`src/rtl/sdram_client_port_if.sv`:
```
// Bundle of client-side request signals and the Avalon-MM master signals to the SDRAM controller.
// The slave modport is the view of sdram_client_port; master is the view of whatever drives it.
interface sdram_client_port_if;
   logic        client_read;
   logic        client_write;
   logic [22:0] client_addr;
   logic [15:0] client_writedata;
   logic [15:0] client_readdata;
   logic        client_finished;
   logic        client_refresh;
   logic        client_err;
   logic [21:0] avm_address;
   logic [3:0]  avm_byteenable;
   logic        avm_read;
   logic        avm_write;
   logic [31:0] avm_writedata;
   logic [31:0] avm_readdata;
   logic        avm_readdatavalid;
   logic        avm_waitrequest;

   modport slave (
      input  client_read, client_write, client_addr, client_writedata, client_refresh,
      input  avm_readdata, avm_readdatavalid, avm_waitrequest,
      output client_readdata, client_finished, client_err,
      output avm_address, avm_byteenable, avm_read, avm_write, avm_writedata
   );

   modport master (
      output client_read, client_write, client_addr, client_writedata, client_refresh,
      output avm_readdata, avm_readdatavalid, avm_waitrequest,
      input  client_readdata, client_finished, client_err,
      input  avm_address, avm_byteenable, avm_read, avm_write, avm_writedata
   );
endinterface

```
`src/rtl/sdram_client_port.sv`:
```
// Converts 16-bit client read/write requests into single 32-bit Avalon-MM transfers,
// with a one-line write-through read cache and a read-data timeout.
module sdram_client_port #(
   parameter bit          CACHE_EN   = 1'b1,
   parameter int unsigned RD_TIMEOUT = 1023
) (
   input logic                i_clk,
   input logic                i_rst,
   sdram_client_port_if.slave bus
);

   typedef enum logic [2:0] {StIdle, StHit, StWr, StRdCmd, StRdWait, StDone} state_e;

   localparam logic [9:0] TimeoutLast = 10'(RD_TIMEOUT - 1);

   state_e      state_q;
   logic [21:0] addr_q;
   logic        addr0_q;
   logic [3:0]  be_q;
   logic [31:0] wdata_q;
   logic        rd_q;
   logic        wr_q;
   logic [15:0] rdata_q;
   logic        fin_q;
   logic        err_q;
   logic [31:0] cache_q;
   logic [21:0] tag_q;
   logic        valid_q;
   logic        no_fill_q;
   logic [9:0]  cnt_q;

   logic        req_hit;
   logic        wr_hit;
   logic        timeout;
   logic [15:0] rd_half;

   // A refresh seen together with the request forces a miss.
   assign req_hit = CACHE_EN && valid_q && !bus.client_refresh &&
                    (tag_q == bus.client_addr[22:1]);
   assign wr_hit  = valid_q && (tag_q == addr_q);
   assign timeout = (cnt_q == TimeoutLast);
   assign rd_half = addr0_q ? bus.avm_readdata[31:16] : bus.avm_readdata[15:0];

   always_ff @(posedge i_clk) begin
      if (i_rst) begin
         state_q   <= StIdle;
         addr_q    <= '0;
         addr0_q   <= 1'b0;
         be_q      <= '0;
         wdata_q   <= '0;
         rd_q      <= 1'b0;
         wr_q      <= 1'b0;
         rdata_q   <= '0;
         fin_q     <= 1'b0;
         err_q     <= 1'b0;
         cache_q   <= '0;
         tag_q     <= '0;
         valid_q   <= 1'b0;
         no_fill_q <= 1'b0;
         cnt_q     <= '0;
      end else begin
         fin_q <= 1'b0;
         unique case (state_q)
            StIdle: begin
               if (bus.client_write) begin
                  addr_q  <= bus.client_addr[22:1];
                  addr0_q <= bus.client_addr[0];
                  be_q    <= bus.client_addr[0] ? 4'b1100 : 4'b0011;
                  wdata_q <= {bus.client_writedata, bus.client_writedata};
                  wr_q    <= 1'b1;
                  state_q <= StWr;
               end else if (bus.client_read) begin
                  addr_q    <= bus.client_addr[22:1];
                  addr0_q   <= bus.client_addr[0];
                  be_q      <= 4'b1111;
                  no_fill_q <= 1'b0;
                  if (req_hit) begin
                     state_q <= StHit;
                  end else begin
                     rd_q    <= 1'b1;
                     state_q <= StRdCmd;
                  end
               end
            end
            StHit: begin
               rdata_q <= addr0_q ? cache_q[31:16] : cache_q[15:0];
               fin_q   <= 1'b1;
               state_q <= StDone;
            end
            StWr: begin
               if (!bus.avm_waitrequest) begin
                  wr_q    <= 1'b0;
                  fin_q   <= 1'b1;
                  state_q <= StDone;
                  if (wr_hit) begin
                     if (addr0_q) cache_q[31:16] <= wdata_q[15:0];
                     else         cache_q[15:0]  <= wdata_q[15:0];
                  end
               end
            end
            StRdCmd: begin
               if (!bus.avm_waitrequest) begin
                  rd_q    <= 1'b0;
                  cnt_q   <= '0;
                  state_q <= StRdWait;
               end
            end
            StRdWait: begin
               if (bus.avm_readdatavalid) begin
                  cache_q <= bus.avm_readdata;
                  tag_q   <= addr_q;
                  valid_q <= !no_fill_q;
                  rdata_q <= rd_half;
                  fin_q   <= 1'b1;
                  state_q <= StDone;
               end else if (timeout) begin
                  rdata_q <= '0;
                  err_q   <= 1'b1;
                  fin_q   <= 1'b1;
                  state_q <= StDone;
               end else begin
                  cnt_q <= cnt_q + 10'd1;
               end
            end
            StDone:  state_q <= StIdle;
            default: state_q <= StIdle;
         endcase

         // Refresh overrides any fill above; an in-flight read must not revalidate the line.
         if (bus.client_refresh) begin
            valid_q <= 1'b0;
            if (state_q == StRdCmd || state_q == StRdWait) no_fill_q <= 1'b1;
         end
      end
   end

   assign bus.client_readdata = rdata_q;
   assign bus.client_finished = fin_q;
   assign bus.client_err      = err_q;
   assign bus.avm_address     = addr_q;
   assign bus.avm_byteenable  = be_q;
   assign bus.avm_read        = rd_q;
   assign bus.avm_write       = wr_q;
   assign bus.avm_writedata   = wdata_q;

endmodule

```
`src/flat_wrapper.sv`:
```
// flat-port wrapper written by rule: the top's interface ports become plain ports
module sdram_client_port_flat 
#(
   parameter bit          CACHE_EN   = 1'b1,
   parameter int unsigned RD_TIMEOUT = 1023
)
  (i_clk, i_rst, bus_client_read, bus_client_write, bus_client_addr, bus_client_writedata, bus_client_refresh, bus_avm_readdata, bus_avm_readdatavalid, bus_avm_waitrequest, bus_client_readdata, bus_client_finished, bus_client_err, bus_avm_address, bus_avm_byteenable, bus_avm_read, bus_avm_write, bus_avm_writedata);
  sdram_client_port_if bus_i ();
  input logic i_clk;
  input logic i_rst;
  input wire logic [$bits(bus_i.client_read)-1:0] bus_client_read;
  input wire logic [$bits(bus_i.client_write)-1:0] bus_client_write;
  input wire logic [$bits(bus_i.client_addr)-1:0] bus_client_addr;
  input wire logic [$bits(bus_i.client_writedata)-1:0] bus_client_writedata;
  input wire logic [$bits(bus_i.client_refresh)-1:0] bus_client_refresh;
  input wire logic [$bits(bus_i.avm_readdata)-1:0] bus_avm_readdata;
  input wire logic [$bits(bus_i.avm_readdatavalid)-1:0] bus_avm_readdatavalid;
  input wire logic [$bits(bus_i.avm_waitrequest)-1:0] bus_avm_waitrequest;
  output wire logic [$bits(bus_i.client_readdata)-1:0] bus_client_readdata;
  output wire logic [$bits(bus_i.client_finished)-1:0] bus_client_finished;
  output wire logic [$bits(bus_i.client_err)-1:0] bus_client_err;
  output wire logic [$bits(bus_i.avm_address)-1:0] bus_avm_address;
  output wire logic [$bits(bus_i.avm_byteenable)-1:0] bus_avm_byteenable;
  output wire logic [$bits(bus_i.avm_read)-1:0] bus_avm_read;
  output wire logic [$bits(bus_i.avm_write)-1:0] bus_avm_write;
  output wire logic [$bits(bus_i.avm_writedata)-1:0] bus_avm_writedata;
  assign bus_i.client_read = bus_client_read;
  assign bus_i.client_write = bus_client_write;
  assign bus_i.client_addr = bus_client_addr;
  assign bus_i.client_writedata = bus_client_writedata;
  assign bus_i.client_refresh = bus_client_refresh;
  assign bus_i.avm_readdata = bus_avm_readdata;
  assign bus_i.avm_readdatavalid = bus_avm_readdatavalid;
  assign bus_i.avm_waitrequest = bus_avm_waitrequest;
  assign bus_client_readdata = bus_i.client_readdata;
  assign bus_client_finished = bus_i.client_finished;
  assign bus_client_err = bus_i.client_err;
  assign bus_avm_address = bus_i.avm_address;
  assign bus_avm_byteenable = bus_i.avm_byteenable;
  assign bus_avm_read = bus_i.avm_read;
  assign bus_avm_write = bus_i.avm_write;
  assign bus_avm_writedata = bus_i.avm_writedata;
  sdram_client_port #(.CACHE_EN(CACHE_EN), .RD_TIMEOUT(RD_TIMEOUT)) u_core (.i_clk(i_clk), .i_rst(i_rst), .bus(bus_i));
endmodule
```
`config.mk`:
```
export PLATFORM = sky130hd
export DESIGN_NAME = sdram_client_port_flat
export DESIGN_NICKNAME = d
export VERILOG_FILES = /design/src/rtl/sdram_client_port_if.sv /design/src/rtl/sdram_client_port.sv /design/src/flat_wrapper.sv
export SDC_FILE = /design/constraint.sdc
export NUM_CORES = 1
export LEC_CHECK = 0
export ABC_CLOCK_PERIOD_IN_PS = 4200
export BUFFER_PORTS_ARGS = -buffer_cell sky130_fd_sc_hd__buf_2
export CAP_MARGIN = 20
export CORE_ASPECT_RATIO = 1.25
export CORE_UTILIZATION = 58
export CTS_CLUSTER_DIAMETER = 200
export DETAILED_ROUTE_END_ITERATION = 8
export PLACE_DENSITY = 0.94
export SKIP_CTS_REPAIR_TIMING = 1
export SLEW_MARGIN = 20
export SYNTH_ARGS = -nofsm -noshare
export SYNTH_HDL_FRONTEND = slang
export SYNTH_SLANG_ARGS = --single-unit
export TNS_END_PERCENT = 20
```
`constraint.sdc`:
```
create_clock -name i_clk -period 4.2 [get_ports i_clk]
set_input_delay 0.42 -clock i_clk [delete_from_list [all_inputs] [get_ports i_clk]]
set_output_delay 0.42 -clock i_clk [all_outputs]
set_load 0.02 [all_outputs]
```
==> results by group <==
Run status
  – Status: complete, no violations

STA
  – Pins Over Slew Limit: 0
  – Slew margin rel.: 0.357
  – Min Tclk post-route: 3.13 ns
  – Tightest Pin Transition: 0.964 ns
  – Fin crit share: 0.745
  – Setup TNS: 0 ns
  – Hold Vio Cnt, Final: 0
  – Final setup skew: 0.00772 ns
  – RSZ-0062 raised after global routing: false
  – FMAX: 320 MHz
  – # setup viols final: 0

Global route
  – Vias in the first global route: 5627
  – M2 GR Usage: 0.510
  – First-pass GRT wire length: 27200 um
  – Routing usage on met1: 0.348
  – Met3 Track Usage GR: 0.0601
  – Antenna violations before repair: 1
  – Combined global-route utilization of all metal layers: 0.294
  – Gr ovfl total: 0
  – Most Crowded Layer GR: met2
  – Pin count of the biggest net entering global routing: 123

CTS
  – H-tree depth: 4
  – Worst-case clock buffer depth: 2
  – Root buf cell: clkbuf_16
  – Worst-path clk slew: 0.06 ns
  – TritonCTS clock tree: yes
  – Clock latency on the worst-skew pair: approximately 0.42 ns
  – Cts bufs inserted: 17
  – Clock Sinks: 130

Layout
  – Fin nets: 1000
  – Area growth syn-to-layout: 17.7%
  – Most frequent cells in the layout: 210 x nand2_1, 154 x buf_2, 129 x dfxtp_1
  – N_diodes: 0
  – Most common cell after layout, fill and taps aside: nand2_1
  – Final Util: 0.698
  – Layout cells sized above 1: 0.270

Setup path
  – CP max FO: 68
  – Critical Path RT: 4.50 ns
  – CP endpoint kind: flop
  – Setup Crit Path Kind: reg2reg
  – Element type at the critical path start: flop
  – Critical Path AT: 3.43 ns

Synth
  – Yosys cell types: 46
  – Cell Area, Synth: approximately 0.0065 mm2
  – Area contributors post-synth: dfxtp_1 40%, nand2_1 12%, a21oi_1 9.3%
  – Post-synth top flop: dfxtp_1
  – Post-synthesis sequential area ratio: 0.398
  – Syn_nets: 897
  – Post-synthesis async set-or-reset flop share: 0
  – Post-synth EDFFs: 0
  – Warnings, synthesis: 0
  – FF+latch count, synth: 130
  – Post-synthesis cell count: 817
  – Avg Inst Size Synth: 8.00 um2
  – Yosys top cell area share: 0.398
  – Synth area leader: dfxtp_1

Floorplanning
  – Die width: 97.0 um
  – Die height: 121 um
  – Core area: 0.0110 mm2
  – # rows: between 40 and 50
  – Die area: 0.0117 mm2
  – Initial Util: 0.593
  – Io pins: between 150 and 200

Routing
  – Drt initial violations: 534
  – Routed WL per cell: 16.2 um
  – Detailed Route WL: 17300 um
  – First-pass DRT Iterations: 5
  – Via/cell ratio: approximately 5.8
  – Vias: slightly above 6000
  – DRT antenna net count: 0
  – Drt drc: 0

Worst hold path
  – Worst hold path class: in2reg

Placement
  – GP Congestion: 0.829
  – Buffers on Ports: 155
  – Hpwl dp: roughly 11000 um

Pwr
  – LEAKAGE: 3.06 nW
  – VDD IR max: 336 uV
  – PwrDens: 557 mW/mm2

Flow run
  – Max Cap Violations: 0
[stage by stage]
step	power, mW	instance area [um2]	worst slack [ns]	instances	hold WS, ns
2_1_floorplan	2.60	6540	2.10	817	0.422
4_1_cts	4.28	7690	1.10	1068	0.225
5_1_grt	4.47	7700	0.851	1068	0.237
6_report	4.29	7700	1.07	1068	0.237
3_3_place_gp	2.87	7150	1.26	1036	0.431
3_5_place_dp	2.91	7150	1.15	1036	0.443
[state kept, by name (all words and copies together), names as in the netlist]
register and flops:
u_core.addr0_q 1, u_core.bus.avm_address 22, u_core.bus.avm_byteenable 2, u_core.bus.avm_read 1
u_core.bus.avm_write 1, u_core.bus.avm_writedata 16, u_core.bus.client_err 1, u_core.bus.client_finished 1
u_core.bus.client_readdata 16, u_core.cache_q 32, u_core.cnt_q 10, u_core.no_fill_q 1
u_core.state_q 3, u_core.tag_q 22, u_core.valid_q 1
[cell usage after synthesis (10+ instances only)]
master	count
a21oi_1	121
buf_2	10
buf_4	20
clkbuf_1	38
dfxtp_1	130
mux2_2	48
mux2i_1	18
nand2_1	210
nand3_1	22
nor2_1	23
nor2b_1	33
o21ai_0	22
xnor2_1	38
xor2_1	14
[worst max-delay path: stages, from the launching register on]
cell     delay [ns]
dfxtp_1        0.62
nor3b_4        0.30
buf_4          0.54
and2_1         0.85
nor2_1         0.13
buf_4          0.26
mux2_2         0.30
[report_power, final]
group	internal, mW	switching [mW]
logic	0.465	0.864
clock network	0.810	0.556
registers	1.38	0.217
total	2.65	1.64
[cells by family (layout without fill, tap and decap cells)]
family	Yosys count	after routing	share of synthesized area
and+or+nand+nor	334	334	0.231
AOI/OAI and AO/OA	155	155	0.127
DFF	130	130	0.398
buffers and inverters	78	194	0.0605
muxes	66	66	0.110
xor gates and xnor gates	52	52	0.0696
adders and majority gates	2	2	0.00383
[final timing paths]
path                                                    start                       endpoint  slack, ns  cells past startpoint
worst max register to register              u_core.state_q[2]             u_core.cache_q[20]       1.07                      6
worst max-delay path                        u_core.state_q[2]             u_core.cache_q[20]       1.07                      6
worst min register to register  u_core.bus.client_readdata[0]  u_core.bus.client_readdata[0]       0.45                      2
worst min-delay path                       bus_client_addr[0]   u_core.bus.avm_byteenable[1]       0.24                      2
[final cells by class]
class	count	area, um2
Sequential cell	130	2600
Timing Repair Buffer	159	812
Clock inverter	13	114
Inverter	3	11.3
Multi-Input combinational cell	609	3550
Clock buffer	19	433
Tap cell	135	169
Fill cell	797	3330
[per-layer routing]
metal	up-vias	share of wire
met1	2884	0.39
met4	2	0.034
met5	-	0.00058
li1	2928	-
met3	49	0.072
met2	313	0.50
No activity file was read; power rests on OpenSTA's default activity.
